File: src/rtl/mux4_rr_arbiter.sv
// Round-robin arbiter feeding a single-entry valid/ready output register.
// Exports the registered select code so a companion 4:1 datapath mux can follow it.
module mux4_rr_arbiter #(
  parameter int DATA_W = 32
) (
  input  logic              clk,
  input  logic              rst_n,
  input  logic [3:0]        req,
  input  logic [DATA_W-1:0] din0,
  input  logic [DATA_W-1:0] din1,
  input  logic [DATA_W-1:0] din2,
  input  logic [DATA_W-1:0] din3,
  output logic [3:0]        gnt,
  output logic [1:0]        sel,
  output logic              out_valid,
  output logic [DATA_W-1:0] out_data,
  input  logic              out_ready,
  output logic              busy
);

  typedef enum logic {
    EMPTY = 1'b0,
    FULL  = 1'b1
  } state_t;

  state_t            state_q, state_d;
  logic [1:0]        ptr_q, ptr_d;
  logic [1:0]        sel_q, sel_d;
  logic [DATA_W-1:0] data_q, data_d;
  logic              busy_q, busy_d;

  logic [1:0]        win_idx;
  logic              win_found;
  logic              slot_free;
  logic              load;
  logic [DATA_W-1:0] din_mux;

  // First asserted request scanning ptr, ptr+1, ptr+2, ptr+3 (mod 4).
  always_comb begin : win_search
    logic [1:0] cand;
    win_found = 1'b0;
    win_idx   = ptr_q;
    cand      = ptr_q;
    for (int k = 0; k < 4; k++) begin
      cand = ptr_q + 2'(k);
      if (!win_found && req[cand]) begin
        win_found = 1'b1;
        win_idx   = cand;
      end
    end
  end

  // Gating with rst_n cancels a grant in the cycle reset asserts.
  assign slot_free = (state_q == EMPTY) || out_ready;
  assign load      = win_found && slot_free && rst_n;

  always_comb begin
    gnt = 4'b0000;
    if (load) begin
      gnt[win_idx] = 1'b1;
    end
  end

  always_comb begin
    case (win_idx)
      2'd0:    din_mux = din0;
      2'd1:    din_mux = din1;
      2'd2:    din_mux = din2;
      default: din_mux = din3;
    endcase
  end

  always_comb begin
    state_d = state_q;
    ptr_d   = ptr_q;
    sel_d   = sel_q;
    data_d  = data_q;
    busy_d  = (state_q == FULL) || (|req);
    if (load) begin
      data_d  = din_mux;
      sel_d   = win_idx;
      ptr_d   = win_idx + 2'd1;
      state_d = FULL;
    end else if ((state_q == FULL) && out_ready) begin
      state_d = EMPTY;
    end
  end

  always_ff @(posedge clk or negedge rst_n) begin
    if (!rst_n) begin
      state_q <= EMPTY;
      ptr_q   <= 2'd0;
      sel_q   <= 2'd0;
      data_q  <= '0;
      busy_q  <= 1'b0;
    end else begin
      state_q <= state_d;
      ptr_q   <= ptr_d;
      sel_q   <= sel_d;
      data_q  <= data_d;
      busy_q  <= busy_d;
    end
  end

  assign sel       = sel_q;
  assign out_valid = (state_q == FULL);
  assign out_data  = data_q;
  assign busy      = busy_q;

endmodule
File: config.mk
export PLATFORM = sky130hd
export DESIGN_NAME = mux4_rr_arbiter
export DESIGN_NICKNAME = d
export VERILOG_FILES = /design/src/rtl/mux4_rr_arbiter.sv
export SDC_FILE = /design/constraint.sdc
export NUM_CORES = 1
export LEC_CHECK = 0
export ABC_AREA = 1
export CORE_MARGIN = 2
export CORE_UTILIZATION = 39
export CTS_CLUSTER_DIAMETER = 200
export DETAILED_ROUTE_END_ITERATION = 16
export PLACE_DENSITY = 0.91
export SETUP_SLACK_MARGIN = 0.02
export SLEW_MARGIN = 0
export SYNTH_ARGS = -nofsm -noshare
export SYNTH_HDL_FRONTEND = slang
export SYNTH_SLANG_ARGS = --single-unit
export TNS_END_PERCENT = 1
File: constraint.sdc
create_clock -name clk -period 6.8 [get_ports clk]
set_input_delay 1.02 -clock clk [delete_from_list [all_inputs] [get_ports clk]]
set_output_delay 1.02 -clock clk [all_outputs]
set_load 0.005 [all_outputs]
==> run metrics, run 1 <==
status=complete, no violations; Layout Skew=approximately 5.4 ps; most common flop cell mapped by yosys=dfrtp_1; DRC Markers=0; internal power=roughly 1100 uW; Yosys reg bits=38; crit path max fanout=42; Switching Power=~1100 uW; via count=3217; Final Slew Violations=0; P_leak=roughly 0.0019 uW; CP required=between 5000 and 6000 ps; total global routing overflow=0; final worst setup slack=2137 ps; P&R area growth vs syn=73.02%; Total Die Area=just over 7000 sq um; EDFF count, synth=0; CTS tree=built; most frequent cells in the layout=clkdlybuf4s50_1, nand2_1, o21ai_0; WL per Instance=between 10 and 15 um; largest net degree at the start of global routing=43; ant diodes=0; ranking of synthesized cells by area=dfrtp_1, nand2_1, o21ai_0; Overall Power=2158 uW; first drt pass iteration count=6; Root Buffer=clkbuf_8; clock slew at reported path FFs=70 ps; FMAX=about 210 MHz; max cap viols=0; Setup crit end kind=output pin; number of H-tree levels=2; asr flop ratio synth=between 90% and 100%; Fin. Hold Viols=0; Max-slew headroom=40.81%; cts-stage hold buffer count=0; Fillers=about 520; synthesized net count=~520; Critical Path AT=3640 ps; setup TNS=0 ps; first-pass GRT wire length=about 14 mm; endpoints failing setup=0; initial DRC count=98; sequential share of power=18.6%; sequential area share after synthesis=between 30% and 40%; cell taking the most area after synthesis=dfrtp_1; clock sink count=38; most common cell after layout, fill and taps aside=clkdlybuf4s50_1; RSZ-0062 raised after global routing=no; Syn Area/Cell=approximately 6.7 sq um; Via density=~5.2; Synth top area share=37.42%; share of cells above drive strength 1=under 10%; HPWL Detailed=6.824 mm; postcts setup bufs=0; critical path launch point type=primary input; # IOs=175; sw frac=between 50% and 60%; number of global-route vias before repair=around 3.3k; Yosys cell types=22; Cells after Synth=about 380; Initial Util=around two fifths; Final GP Congestion=0.9124; Worst Setup Path Type=primary input to output pin; Clock Power Share=about 7.3%; Chip Width=approximately 85 um; Num CTS Buffers=5; Pwr per Cell Area=490.8 nW/um^2; port bufs=around 170; Bufs on Longest Clock Path=2; Total GRT Usage=about a quarter; part of the cycle the worst path needs=68.57%; Core ar.=about 6300 sq um; std cell rows=29; Routed Wire Length=around 9 mm; Synth Warn #=0; Comb pwr share=74.1%; fin crit period=around 4700 ps; post_cts resized=0; peak supply drop=about 0.56 mV; initial antenna violation count=0; Hold WC Path Type=flip-flop to flip-flop; Antenna Nets Post-Route=0; mapped cell area=between 2000 and 3000 sq um; Die H=about 85 um; dpl ws=around 2100 ps; Final nets=~700; Worst Max-Slew Pin Slew=roughly 900 ps; Clock Latency Late Sink=280 ps
## worst max-delay path, cell delays in order
cell and delay, ps:
buf_2 650, nand3_2 760, buf_4 490, nor2_1 170, clkdlybuf4s50_1 540
## through the flow
stage	std cells	utilization, %	hold WS [ps]	instance area, sq um
floorplan	381	-	472.7	2541
global placement	611	68.19	464.5	4305
detailed placement	611	68.19	472.2	4305
CTS	619	69.64	490.1	4397
global route	619	69.64	508.6	4397
finish	619	69.64	486.0	4397
## metal layers
layer  global-route usage (%)  routed length (um)
met2                    45.38                4635
met1                    27.14                3435
met4                    9.235                 221
met3                    5.310                 690
met5                        0                   0
## cell type report
cell class | count | area (sq um) | area share [%]
Clock buffer | 7 | 86.33 | 1.964
Clock inverter | 1 | 5.005 | 0.1138
Inverter | 17 | 63.81 | 1.451
Multi-Input combinational cell | 300 | 1420 | 32.30
Sequential cell | 38 | 950.9 | 21.63
Tap cell | 77 | 96.34 | 2.191
Timing Repair Buffer | 179 | 1774 | 40.35
## power groups by stage
| stage | registers (uW) | logic, uW | clock network (uW) |
|---|---|---|---|
| after floorplan | 398 | 1010 | 0 |
| after global placement | 400 | 1550 | 0 |
| after detailed placement | 403 | 1610 | 0 |
| after CTS | 402 | 1610 | 160 |
| after global routing | 416 | 1790 | 167 |
| final | 402 | 1600 | 157 |
## sequential cells by signal, summed over array words and instances, names as in the netlist
name	cells
out_data	32
ptr_q	2
sel	2
busy	1
out_valid	1
## final timing paths
kind                                   start           end  slack, ps  depth (start not counted)
worst min-delay path            out_data[15]  out_data[15]        490                          2
worst min register to register  out_data[15]  out_data[15]        490                          2
max in group asynchronous              rst_n  out_data[10]       5410                          1
worst max register to register      ptr_q[0]  out_data[30]       3580                         14
min in group asynchronous              rst_n          busy        840                          1
worst max-delay path                   rst_n        gnt[0]       2140                          5
## synth_stat cells, types with 2 or more instances
cell	n
nand2_1	136
o21ai_0	61
dfrtp_1	38
nand3_1	38
a21oi_1	31
clkbuf_1	20
inv_1	15
nand2_2	7
nor2_1	6
buf_2	5
ha_1	5
nand4_1	4
o21ai_2	3
inv_2	2
nand2_4	2
o21ai_1	2
## cell families (layout without fill, tap and decap cells)
kind of cell	Yosys count	after routing	share of synthesized area [%]
DFF	38	38	37.42
and+or+nand+nor	195	195	32.69
buffers and inverters	43	204	6.893
adders and majority gates	5	5	2.462
AOI/OAI and AO/OA	100	100	20.53
No activity file was read; power rests on OpenSTA's default activity.
==> inputs of run 2 (changes only) <==
--- a/config.mk
+++ b/config.mk
@@ -7,10 +7,10 @@
 export LEC_CHECK = 0
 export ABC_AREA = 1
 export CORE_MARGIN = 2
-export CORE_UTILIZATION = 39
+export CORE_UTILIZATION = 36
 export CTS_CLUSTER_DIAMETER = 200
 export DETAILED_ROUTE_END_ITERATION = 16
-export PLACE_DENSITY = 0.91
+export PLACE_DENSITY = 0.85
 export SETUP_SLACK_MARGIN = 0.02
 export SLEW_MARGIN = 0
 export SYNTH_ARGS = -nofsm -noshare
==> constraint.sdc (replaced) <==
create_clock -name clk -period 4.8 [get_ports clk]
set_input_delay 0.72 -clock clk [delete_from_list [all_inputs] [get_ports clk]]
set_output_delay 0.72 -clock clk [all_outputs]
set_load 0.005 [all_outputs]
==> run metrics, run 2 (same netlist as run 1, synthesis figures left out) <==
status=complete, no violations (unchanged); clock sink count=38 (unchanged); HPWL Detailed=6.558 mm (was 6.824 mm); Fillers=570 (was 517); first drt pass iteration count=4 (was 6); Final GP Congestion=0.8301 (was 0.9124); Worst Max-Slew Pin Slew=648.0 ps (was 886.9 ps); Bufs on Longest Clock Path=2 (unchanged); share of cells above drive strength 1=6.250% (was 5.720%); part of the cycle the worst path needs=between 70% and 80%; std cell rows=30 (was 29); port bufs=174 (unchanged); post_cts resized=0 (unchanged); Core ar.=6794 sq um (was 6314 sq um); R2R Path Start=ptr_q[0] (unchanged); P&R area growth vs syn=74.69% (was 73.02%); Root Buffer=clkbuf_8 (unchanged); internal power=1534 uW (was 1076 uW); peak supply drop=0.4120 mV (was 0.5612 mV); Reg2Reg Setup Slack=1930 ps (was 3580 ps); max cap viols=0 (unchanged); Fin. Hold Viols=0 (unchanged); Num CTS Buffers=5 (unchanged); ant diodes=0 (unchanged); Chip Width=88.02 um (was 84.72 um); Final Cell Area=4439 sq um (was 4397 sq um); Total GRT Usage=21.26% (was 24.47%); Antenna Nets Post-Route=0 (unchanged); number of global-route vias before repair=2925 (was 3281); Clock Power Share=7.5% (was 7.3%); Hold WC Path Type=primary input to async pin (was flip-flop to flip-flop); DRC Markers=0 (unchanged); critical path launch point type=primary input (unchanged); initial antenna violation count=0 (unchanged); Pwr per Cell Area=682.7 nW/um^2 (was 490.8 nW/um^2); Comb pwr share=73.8% (was 74.1%); Total Die Area=7747 sq um (was 7177 sq um); sequential share of power=18.6% (about the same); Final Slew Violations=0 (unchanged); area of the multi-input gates=1420 sq um (unchanged); WL per Instance=13.42 um (was 14.51 um); FMAX=roughly 270 MHz; Final nets=683 (was 681); setup TNS=0 ps (unchanged); Setup crit end kind=output pin (unchanged); Switching Power=1496 uW (was 1082 uW); most frequent cells in the layout=clkdlybuf4s50_1, nand2_1, o21ai_0 (unchanged); postcts setup bufs=0 (unchanged); Initial Util=37.40% (was 40.25%); clock slew at reported path FFs=80 ps (was 70 ps); initial DRC count=84 (was 98); first-pass GRT wire length=12.94 mm (was 14.19 mm); largest net degree at the start of global routing=40 (was 43); Worst Setup Path Type=primary input to output pin (unchanged); Clock Latency Late Sink=280 ps (about the same); CTS tree=built (unchanged); fin crit period=around 3700 ps; FF-to-FF End=out_data[0] (was out_data[30]); Routed Wire Length=8.590 mm (was 8.983 mm); RSZ-0062 raised after global routing=no (unchanged); register area=950.9 sq um (unchanged); # IOs=175 (unchanged); Critical Path AT=2950 ps (was 3640 ps); Layout Skew=4.856 ps (was 5.392 ps); via count=3196 (was 3217); number of H-tree levels=2 (unchanged); total global routing overflow=0 (unchanged); sw frac=49.38% (was 50.16%); cts-stage hold buffer count=0 (unchanged); most common cell after layout, fill and taps aside=clkdlybuf4s50_1 (unchanged); Max-slew headroom=56.75% (was 40.81%); endpoints failing setup=0 (unchanged); max reg flops=32 (unchanged); reg2reg path depth=14 (unchanged); Via density=4.994 (was 5.197); crit path max fanout=5 (was 42); P_leak=0.001923 uW (was 0.001915 uW); Die H=88.02 um (was 84.72 um); CP required=4080 ps (was 5780 ps); Placed Area=4344 sq um (was 4305 sq um)
==> run 2: final cells by class <==
| type | instances | share of cell area, % |
|---|---|---|
| clock buffer | 6 | 1.860 |
| clock inverter | 2 | 0.2818 |
| tap | 96 | 2.706 |
| sequential | 38 | 21.42 |
| multi-input combinational | 300 | 31.99 |
| inverter | 17 | 1.437 |
| timing repair buffer | 181 | 40.30 |
==> run 2: per-stage QoR <==
stage               instances  power [uW]  worst slack (ps)  hold WS (ps)  util [%]
floorplan                 381        1995              1903         424.4         -
global placement          632        2748              1247         464.2     63.94
detailed placement        632        2822              1136         475.3     63.94
CTS                       640        3059              1131         493.1     65.34
global route              640        3344             947.3         513.6     65.34
finish                    640        3031              1129         475.2     65.34
==> run 2: power by group through the flow <==
stage	combinational, uW	sequential (uW)	clock [uW]
after floorplan	1430	563	0
after global placement	2190	562	0
after detailed placement	2250	569	0
after CTS	2260	565	235
after global routing	2510	585	247
final	2240	565	227
==> run 2: worst max-delay path, cell delays in order <==
cell,delay [ps]
clkdlybuf4s50_1,510
inv_1,70
nand2_1,60
nand2_1,80
o21ai_2,160
nand4_1,140
nand2_1,110
nand2_2,110
inv_1,120
ha_1,190
inv_1,50
nor2_1,100
clkdlybuf4s50_1,530
==> run 2: worst max-delay path by stage <==
stage / start / end / slack, ps / cells past startpoint
floorplan: req[3] / gnt[2] / 1900 / 14
global placement: req[3] / gnt[2] / 1250 / 14
detailed placement: req[1] / gnt[1] / 1140 / 13
CTS: req[1] / gnt[1] / 1130 / 13
global route: req[0] / gnt[2] / 950 / 16
finish: req[1] / gnt[1] / 1130 / 13
==> run 2: metal layers <==
| layer | vias up | GRT usage [%] | wire (um) |
|---|---|---|---|
| li1 | 1584 | - | - |
| met1 | 1433 | 24.38 | 3278 |
| met2 | 167 | 38.15 | 4177 |
| met3 | 12 | 7.069 | 994 |
| met4 | 0 | 5.372 | 140 |
| met5 | - | 0 | 0 |
==> inputs of run 3 (changes only) <==
--- a/config.mk
+++ b/config.mk
@@ -7,10 +7,10 @@
 export LEC_CHECK = 0
 export ABC_AREA = 1
 export CORE_MARGIN = 2
-export CORE_UTILIZATION = 36
+export CORE_UTILIZATION = 32
 export CTS_CLUSTER_DIAMETER = 200
 export DETAILED_ROUTE_END_ITERATION = 16
-export PLACE_DENSITY = 0.85
+export PLACE_DENSITY = 0.8
 export SETUP_SLACK_MARGIN = 0.02
 export SLEW_MARGIN = 0
 export SYNTH_ARGS = -nofsm -noshare
==> constraint.sdc (replaced) <==
create_clock -name clk -period 3.1 [get_ports clk]
set_input_delay 0.465 -clock clk [delete_from_list [all_inputs] [get_ports clk]]
set_output_delay 0.465 -clock clk [all_outputs]
set_load 0.005 [all_outputs]
==> run metrics, run 3 (same netlist as run 1, synthesis figures left out) <==
RSZ-0062 raised after global routing=yes (was no); peak supply drop=0.4398 mV (was 0.4120 mV); Final nets=690 (was 683); crit path max fanout=3 (was 5); initial DRC count=74 (was 84); fin crit period=between 3000 and 4000 ps; Hold WC Path Type=primary input to async pin (unchanged); Total GRT Usage=20.37% (was 21.26%); most common cell after layout, fill and taps aside=clkdlybuf4s50_1 (unchanged); P&R area growth vs syn=77.55% (was 74.69%); Fin. Hold Viols=0 (unchanged); Num CTS Buffers=5 (unchanged); Root Buffer=clkbuf_8 (unchanged); clock sink count=38 (unchanged); Max-slew headroom=67.78% (was 56.75%); Initial Util=32.89% (was 37.40%); Final Slew Violations=0 (unchanged); ant diodes=0 (unchanged); CTS tree=built (unchanged); total global routing overflow=0 (unchanged); Worst Setup Path Type=primary input to output pin (unchanged); via count=3209 (was 3196); hold slack=253.8 ps (was 475.2 ps); share of cells above drive strength 1=8.530% (was 6.250%); HPWL Detailed=6.958 mm (was 6.558 mm); port bufs=174 (unchanged); std cell rows=32 (was 30); Setup crit end kind=output pin (unchanged); Worst Max-Slew Pin Slew=483.4 ps (was 648.0 ps); setup TNS=0 ps (unchanged); initial antenna violation count=0 (unchanged); first drt pass iteration count=4 (unchanged); Bufs on Longest Clock Path=2 (unchanged); clock slew at reported path FFs=70 ps (was 80 ps); Via density=4.914 (was 4.994); Layout Skew=7.162 ps (was 4.856 ps); sequential share of power=18.1% (was 18.6%); Chip Width=93.12 um (was 88.02 um); Comb pwr share=75.2% (was 73.8%); Total Die Area=8670 sq um (was 7747 sq um); sw frac=49.22% (was 49.38%); max cap viols=0 (unchanged); critical path launch point type=primary input (unchanged); cts-stage hold buffer count=0 (unchanged); Switching Power=2373 uW (was 1496 uW); max reg flops=32 (unchanged); status=complete, no violations (unchanged); FMAX=325.8 MHz; Final GP Congestion=0.7813 (was 0.8301); Critical Path AT=2600 ps (was 2950 ps); Pwr per Cell Area=1069 nW/um^2 (was 682.7 nW/um^2); number of global-route vias before repair=3159 (was 2925); DRC Markers=0 (unchanged); Clock Power Share=6.8% (was 7.5%); Die H=93.12 um (was 88.02 um); number of H-tree levels=2 (unchanged); P_leak=0.001990 uW (was 0.001923 uW); largest net degree at the start of global routing=41 (was 40); Core ar.=7727 sq um (was 6794 sq um); most frequent cells in the layout=clkdlybuf4s50_1, nand2_1, o21ai_0 (unchanged); Clock Latency Late Sink=280 ps (about the same); internal power=2449 uW (was 1534 uW); endpoints failing setup=0 (unchanged); CP required=2630 ps (was 4080 ps); part of the cycle the worst path needs=around 99%; first-pass GRT wire length=14.10 mm (was 12.94 mm); Antenna Nets Post-Route=0 (unchanged); WL per Instance=13.97 um (was 13.42 um); # IOs=175 (unchanged); Routed Wire Length=9.124 mm (was 8.590 mm)
run 3: changes by cell type in the layout (fill, tap and decap cells not counted), moves of 2 or more:
cell / change
nand2_1: -2
dlygate4sd2_1: +2
nand2_2: +2
dlymetal6s2s_1: +2
inv_1: -2
buf_4: +7
nand3_1: -2
nand3_2: +2
clkdlybuf4s50_1: -4
run 3: worst paths after layout:
path / slack, ps / end / startpoint / cells after the start
hold / removal: 250 / out_valid / rst_n / 2
max in group asynchronous: 2490 / ptr_q[0] / rst_n / 2
min in group clk: 480 / out_data[12] / out_data[12] / 2
hold reg to reg: 480 / out_data[12] / out_data[12] / 2
setup / recovery: 30 / gnt[2] / req[2] / 15
setup reg to reg: 530 / out_data[1] / ptr_q[0] / 17
run 3: layout make-up:
type,count,area [sq um]
fillers,730,3216
flip-flops and latches,38,952.2
multi-input cells,300,1435
inverters,17,66.31
clock inverters,2,13.76
well taps,102,127.6
clock buffers,6,72.57
repair buffers,188,1844
run 3: per-layer routing:
metal | track usage, % | share of wire (%) | vias up
li1 | - | - | 1595
met1 | 21.24 | 38 | 1456
met2 | 40.28 | 52 | 151
met3 | 5.882 | 9.0 | 7
met4 | 3.799 | 0.96 | 0
met5 | 0 | 0 | -
run 3: worst max-delay path: stages:
cell             delay, ps
clkdlybuf4s50_1        500
nand2_1                 60
nand2_1                110
nand2_2                 80
nand2_4                 80
nand3_2                 90
nand2_1                100
nand2_1                 60
nand3_2                 80
nand2_2                 80
inv_2                   80
ha_1                   160
inv_1                   50
nor2_1                  90
clkdlybuf4s50_1        510
run 3: what timing repair did:
| item | CTS | global route |
|---|---|---|
| gates resized for setup | 8 | 4 |
| setup buffers | 3 | 0 |
| pin swaps | 7 | 2 |
| setup endpoints to repair | 4 | 3 |
run 3: power groups by stage:
stage | Sequential [uW] | Combinational [uW] | Clock (uW)
after global placement | 866 | 3510 | 0
final | 871 | 3620 | 327
after floorplan | 872 | 2220 | 0
after global routing | 904 | 4090 | 361
after CTS | 871 | 3670 | 341
after detailed placement | 877 | 3590 | 0
run 3: metrics by stage:
| stage | cell area [sq um] | total power [uW] | setup WS, ps | std cells | util [%] |
|---|---|---|---|---|---|
| after global placement | 4382 | 4374 | 66.19 | 642 | 56.70 |
| after detailed placement | 4382 | 4463 | -52.74 | 642 | 56.70 |
| after floorplan | 2541 | 3089 | 660.6 | 381 | - |
| final | 4512 | 4822 | 30.94 | 653 | 58.39 |
| after CTS | 4502 | 4881 | 38.35 | 653 | 58.26 |
| after global routing | 4512 | 5354 | -84.06 | 653 | 58.39 |
